**config.mk**
```make
export PLATFORM = sky130hd
export DESIGN_NAME = alu_arbiter_flat
export DESIGN_NICKNAME = d
export VERILOG_FILES = /design/src/rtl/cpu_types_pkg.sv /design/src/rtl/alu_arbiter_if.sv /design/src/rtl/rr_picker.sv /design/src/rtl/alu_arbiter.sv /design/src/flat_wrapper.sv
export SDC_FILE = /design/constraint.sdc
export NUM_CORES = 1
export LEC_CHECK = 0
export ABC_AREA = 1
export CORE_ASPECT_RATIO = 0.7
export CORE_UTILIZATION = 30
export DETAILED_ROUTE_END_ITERATION = 8
export MAX_ROUTING_LAYER = met4
export PLACE_DENSITY_LB_ADDON = 0.08
export SKIP_LAST_GASP = 1
export SYNTH_ARGS = -nofsm -noshare
export SYNTH_HDL_FRONTEND = slang
export SYNTH_HIERARCHICAL = 1
export SYNTH_SLANG_ARGS = --single-unit
```
**constraint.sdc**
```tcl
create_clock -name CLK -period 3.38 [get_ports CLK]
set_input_delay 0.507 -clock CLK [delete_from_list [all_inputs] [get_ports CLK]]
set_output_delay 0.507 -clock CLK [all_outputs]
set_load 0.02 [all_outputs]
```
**src/rtl/cpu_types_pkg.sv**
```systemverilog
// Shared types for the two-requester ALU arbiter: word/op types, FSM states and
// the requester count.
package cpu_types_pkg;

    localparam int unsigned ALU_REQS  = 2;
    localparam int unsigned WordWidth = 32;

    typedef logic [WordWidth-1:0] word_t;

    typedef enum logic [2:0] {
        AluAdd = 3'd0,
        AluSub = 3'd1,
        AluAnd = 3'd2,
        AluOr  = 3'd3,
        AluXor = 3'd4
    } aluop_t;

    typedef enum logic [1:0] {
        IDLE,
        EXEC,
        DONE
    } arb_state_t;

    // Index of the set bit in a two-requester one-hot vector.
    function automatic logic owner_idx(logic [ALU_REQS-1:0] onehot);
        return onehot[1];
    endfunction

endpackage

```
**src/rtl/alu_arbiter_if.sv**
```systemverilog
// Requester-side bundle of the ALU arbiter: per-requester operands and
// handshakes, plus the shared held result and flags.
interface alu_arbiter_if;
    import cpu_types_pkg::*;

    logic   [ALU_REQS-1:0] req;
    word_t  [ALU_REQS-1:0] req_port_a;
    word_t  [ALU_REQS-1:0] req_port_b;
    aluop_t [ALU_REQS-1:0] req_alu_op;
    logic   [ALU_REQS-1:0] ack;
    logic   [ALU_REQS-1:0] gnt;
    logic   [ALU_REQS-1:0] done;
    word_t                 result;
    logic                  negative;
    logic                  overflow;
    logic                  zero;

    modport master (
        output req, req_port_a, req_port_b, req_alu_op, ack,
        input  gnt, done, result, negative, overflow, zero
    );

    modport slave (
        input  req, req_port_a, req_port_b, req_alu_op, ack,
        output gnt, done, result, negative, overflow, zero
    );

endinterface

```
**src/rtl/rr_picker.sv**
```systemverilog
// Round-robin winner select for two requesters: a lone requester wins, a tie
// goes to the requester that did not own the previous operation.
module rr_picker
    import cpu_types_pkg::*;
(
    input  logic [ALU_REQS-1:0] req,
    input  logic                last_owner,
    output logic [ALU_REQS-1:0] winner
);

    always_comb begin
        winner = '0;
        unique case (req)
            2'b01:   winner = 2'b01;
            2'b10:   winner = 2'b10;
            2'b11:   winner = last_owner ? 2'b01 : 2'b10;
            default: winner = '0;
        endcase
    end

endmodule

```
**src/rtl/alu_arbiter.sv**
```systemverilog
// Shares one external ALU between two requesters: grant, latch operands, capture
// the ALU output one cycle later, then hold it until the owner acknowledges.
module alu_arbiter
    import cpu_types_pkg::*;
(
    input  logic         CLK,
    input  logic         RST,
    alu_arbiter_if.slave bus,
    output word_t        port_a,
    output word_t        port_b,
    output aluop_t       alu_op,
    input  word_t        alu_result,
    input  logic         alu_negative,
    input  logic         alu_overflow,
    input  logic         alu_zero
);

    arb_state_t          state_q, state_d;
    logic                owner_q, owner_d;
    logic                last_owner_q, last_owner_d;
    word_t               opa_q, opa_d;
    word_t               opb_q, opb_d;
    aluop_t              op_q, op_d;
    word_t               result_q, result_d;
    logic                neg_q, neg_d;
    logic                ovf_q, ovf_d;
    logic                zero_q, zero_d;
    logic [ALU_REQS-1:0] winner;
    logic                win_idx;

    rr_picker u_picker (
        .req        (bus.req),
        .last_owner (last_owner_q),
        .winner     (winner)
    );

    assign win_idx = owner_idx(winner);

    always_comb begin
        state_d      = state_q;
        owner_d      = owner_q;
        last_owner_d = last_owner_q;
        opa_d        = opa_q;
        opb_d        = opb_q;
        op_d         = op_q;
        result_d     = result_q;
        neg_d        = neg_q;
        ovf_d        = ovf_q;
        zero_d       = zero_q;
        bus.gnt      = '0;
        bus.done     = '0;

        unique case (state_q)
            IDLE: begin
                if (|winner) begin
                    bus.gnt = winner;
                    owner_d = win_idx;
                    opa_d   = bus.req_port_a[win_idx];
                    opb_d   = bus.req_port_b[win_idx];
                    op_d    = bus.req_alu_op[win_idx];
                    state_d = EXEC;
                end
            end
            EXEC: begin
                result_d = alu_result;
                neg_d    = alu_negative;
                ovf_d    = alu_overflow;
                zero_d   = alu_zero;
                state_d  = DONE;
            end
            DONE: begin
                bus.done[owner_q] = 1'b1;
                // Only the owner's ack releases the ALU; the other bit is ignored.
                if (bus.ack[owner_q]) begin
                    last_owner_d = owner_q;
                    state_d      = IDLE;
                end
            end
            default: state_d = IDLE;
        endcase
    end

    always_ff @(posedge CLK or posedge RST) begin
        if (RST) begin
            state_q      <= IDLE;
            owner_q      <= 1'b0;
            last_owner_q <= 1'b1;
            opa_q        <= '0;
            opb_q        <= '0;
            op_q         <= aluop_t'(0);
            result_q     <= '0;
            neg_q        <= 1'b0;
            ovf_q        <= 1'b0;
            zero_q       <= 1'b0;
        end else begin
            state_q      <= state_d;
            owner_q      <= owner_d;
            last_owner_q <= last_owner_d;
            opa_q        <= opa_d;
            opb_q        <= opb_d;
            op_q         <= op_d;
            result_q     <= result_d;
            neg_q        <= neg_d;
            ovf_q        <= ovf_d;
            zero_q       <= zero_d;
        end
    end

    assign port_a       = opa_q;
    assign port_b       = opb_q;
    assign alu_op       = op_q;
    assign bus.result   = result_q;
    assign bus.negative = neg_q;
    assign bus.overflow = ovf_q;
    assign bus.zero     = zero_q;

endmodule

```
**src/flat_wrapper.sv**
```systemverilog
// flat-port wrapper written by rule: the top's interface ports become plain ports
module alu_arbiter_flat import cpu_types_pkg::*;
  (CLK, RST, port_a, port_b, alu_op, alu_result, alu_negative, alu_overflow, alu_zero, bus_req, bus_req_port_a, bus_req_port_b, bus_req_alu_op, bus_ack, bus_gnt, bus_done, bus_result, bus_negative, bus_overflow, bus_zero);
  alu_arbiter_if bus_i ();
  input  logic CLK;
  input  logic RST;
  output word_t port_a;
  output word_t port_b;
  output aluop_t alu_op;
  input  word_t alu_result;
  input  logic alu_negative;
  input  logic alu_overflow;
  input  logic alu_zero;
  input wire logic [$bits(bus_i.req)-1:0] bus_req;
  input wire logic [$bits(bus_i.req_port_a)-1:0] bus_req_port_a;
  input wire logic [$bits(bus_i.req_port_b)-1:0] bus_req_port_b;
  input wire logic [$bits(bus_i.req_alu_op)-1:0] bus_req_alu_op;
  input wire logic [$bits(bus_i.ack)-1:0] bus_ack;
  output wire logic [$bits(bus_i.gnt)-1:0] bus_gnt;
  output wire logic [$bits(bus_i.done)-1:0] bus_done;
  output wire logic [$bits(bus_i.result)-1:0] bus_result;
  output wire logic [$bits(bus_i.negative)-1:0] bus_negative;
  output wire logic [$bits(bus_i.overflow)-1:0] bus_overflow;
  output wire logic [$bits(bus_i.zero)-1:0] bus_zero;
  assign bus_i.req = bus_req;
  assign bus_i.req_port_a = bus_req_port_a;
  assign bus_i.req_port_b = bus_req_port_b;
  assign bus_i.req_alu_op = bus_req_alu_op;
  assign bus_i.ack = bus_ack;
  assign bus_gnt = bus_i.gnt;
  assign bus_done = bus_i.done;
  assign bus_result = bus_i.result;
  assign bus_negative = bus_i.negative;
  assign bus_overflow = bus_i.overflow;
  assign bus_zero = bus_i.zero;
  alu_arbiter u_core (.CLK(CLK), .RST(RST), .bus(bus_i), .port_a(port_a), .port_b(port_b), .alu_op(alu_op), .alu_result(alu_result), .alu_negative(alu_negative), .alu_overflow(alu_overflow), .alu_zero(alu_zero));
endmodule
```
==> metrics.csv <==
metric;value;unit
overflow;0;
worst_pin_slew;0.733;ns
clock.fmax;384;MHz
clock_skew;0.00809;ns
slew_headroom;51.2;%
busiest_layer;met2;
crit_arrival;2.10;ns
multiInputGateArea;1910;um2
fillCellCount;1673;
startpoint_type;primary input;
p_leak;4.13;nW
grt_pass1_vias;4805;
place_ws;0.761;ns
ys_types;17;
clockBufferDepth;2;
num-nets-final;1120;
setup_viol;0;
cts_root_buf;clkbuf_16;
cts_hold_buffers;0;
status;finished, final reports clean;
drc_errors;0;
n_antenna_cell;0;
path_class;in -> out;
fin_tns_setup;0;ns
cts_buffers;9;
grt_max_degree;83;
required;2.87;ns
die_height;110;um
r2r_start;u_core/last_owner_q;
num_io_pins;281;
drv_cap;0;
port_buffers;280;
min_from;u_core/bus.result[14];
p_per_area;839;nW/um2
cts-resized-gates;0;
synth_area;5040;um2
ys_warn_count;6;
yosysSeqAreaShare;52.6;%
vias_per_cell;4.21;
clock_latency;0.34;ns
syn_to_final_growth;64.9;%
dieArea;17300;um2
cts_max_level;3;
track_usage;18.6;%
netlist_instances;684;
wire_per_inst;13.2;um
num_vias;4946;
setup_ws;0.773;ns
drive_above_1_share;3.37;%
slew_violations;0;
drt_wl_total;15500;um
drt_iter0_drc;250;
critical_path.max_fanout;3;
post_cts_buffers;0;
antenna_found_initial;0;
setup.worst_path.start;bus_req[0];
use_met3;6.12;%
ir_worst_vdd;0.000427;V
gp_congestion;0.761;
period_share;77.1;%
synth_nets;859;
rsz0062_at_grt;no;
rows;39;
drtPass1Iterations;4;
start_util;30.8;%
use_met1;23.8;%
hp-class;reg -> reg;
coreArea;16400;um2
crit_path_end_kind;output pin;
ant_nets;0;
dp_hpwl;10900;um
cts_tree;built;
synth.avg_cell_area;7.38;um2
grt_use_met2;28.7;%
hold_violations;0;
clock-sinks;106;
fp.dieW;157;um
clk_pin_slew;0.07;ns
grt_pass1_wl;24700;um
seqCellArea;2650;um2
synth_seq_cells;106;
fin_crit;2.61;ns
==> logic make-up after synthesis <==
kind of cell	count (synthesis)	synth area share, %
flops	106	52.6
buf+inv	114	9.90
compound gates	71	7.12
simple gates	393	30.4
==> layout make-up <==
class,instances,area share (%)
timing repair buffer,289,34.7
sequential,106,31.9
multi-input combinational,464,23.0
inverter,75,3.42
tap,225,3.38
clock buffer,11,2.92
clock inverter,5,0.737
==> final timing paths <==
| path | slack, ns | endpoint | cells past startpoint |
|---|---|---|---|
| max in group asynchronous | 2.00 | u_core/port_b[14] | 3 |
| hold / removal | 0.47 | u_core/bus.result[14] | 2 |
| hold reg to reg | 0.47 | u_core/bus.result[14] | 2 |
| setup / recovery | 0.77 | bus_gnt[0] | 6 |
| setup reg to reg | 1.59 | u_core/owner_q | 6 |
| min in group asynchronous | 0.63 | u_core/bus.result[20] | 2 |
==> critical path, cell delays in order <==
cell,delay [ns]
clkdlybuf4s50_1,0.54
nand3_1,0.09
nand2_1,0.17
inv_1,0.06
nor2_1,0.10
clkdlybuf4s50_1,0.63
==> synthesized netlist by cell type <==
| cell type | n | share of area (%) |
|---|---|---|
| inv_1 | 74 | 5.5 |
| dfrtp_1 | 105 | 52 |
| o21ai_0 | 69 | 6.8 |
| nor2_4 | 1 | 0.22 |
| buf_6 | 5 | 1.1 |
| nor2_1 | 3 | 0.22 |
| o21ai_2 | 1 | 0.17 |
| clkbuf_1 | 12 | 0.89 |
| buf_2 | 18 | 1.8 |
| nand3_1 | 36 | 3.6 |
| inv_2 | 1 | 0.074 |
| buf_1 | 1 | 0.074 |
| nor2_2 | 2 | 0.25 |
| nand2_1 | 351 | 26 |
| dfstp_2 | 1 | 0.52 |
| a21oi_1 | 1 | 0.099 |
| buf_4 | 3 | 0.45 |
==> sequential cells by signal, summed over array words and instances, names as in the netlist <==
name                 count
u_core/alu_op            3
u_core/bus.negative      1
u_core/bus.overflow      1
u_core/bus.result       32
u_core/bus.zero          1
u_core/last_owner_q      1
u_core/owner_q           1
u_core/port_a           32
u_core/port_b           32
u_core/state_q           2
==> report_power, final <==
part / total, mW / switching, mW / internal, mW
combinational: 3.70 / 2.09 / 1.61
sequential: 2.20 / 0.319 / 1.88
clock: 1.07 / 0.473 / 0.601
total: 6.98 / 2.88 / 4.09
==> layout by cell type (no fill, tap or decap), drive strengths merged <==
cell             n
nand3           36
dfrtp          105
clkinv           2
dfstp            1
clkdlybuf4s50  280
a21oi            1
o21ai           70
clkbuf          11
nand2          351
bufinv           1
inv             77
buf              9
nor2             6
==> per-stage QoR <==
stage	util, %	hold slack (ns)	instances	cell area (um2)	power (mW)
after floorplan	-	0.449	684	5040	4.21
after CTS	50.7	0.478	1175	8320	7.08
after global routing	50.7	0.492	1175	8320	7.49
final	50.7	0.471	1175	8320	6.98
after global placement	48.9	0.455	1159	8010	5.97
after detailed placement	48.9	0.460	1159	8010	5.96
==> routing by layer <==
| layer | share of wire (%) | vias up |
|---|---|---|
| met5 | 0 | - |
| met4 | 0.74 | 0 |
| met3 | 10 | 9 |
| met2 | 43 | 170 |
| met1 | 46 | 2187 |
| li1 | - | 2580 |
Note: power is estimated with default switching activity, not from simulation.
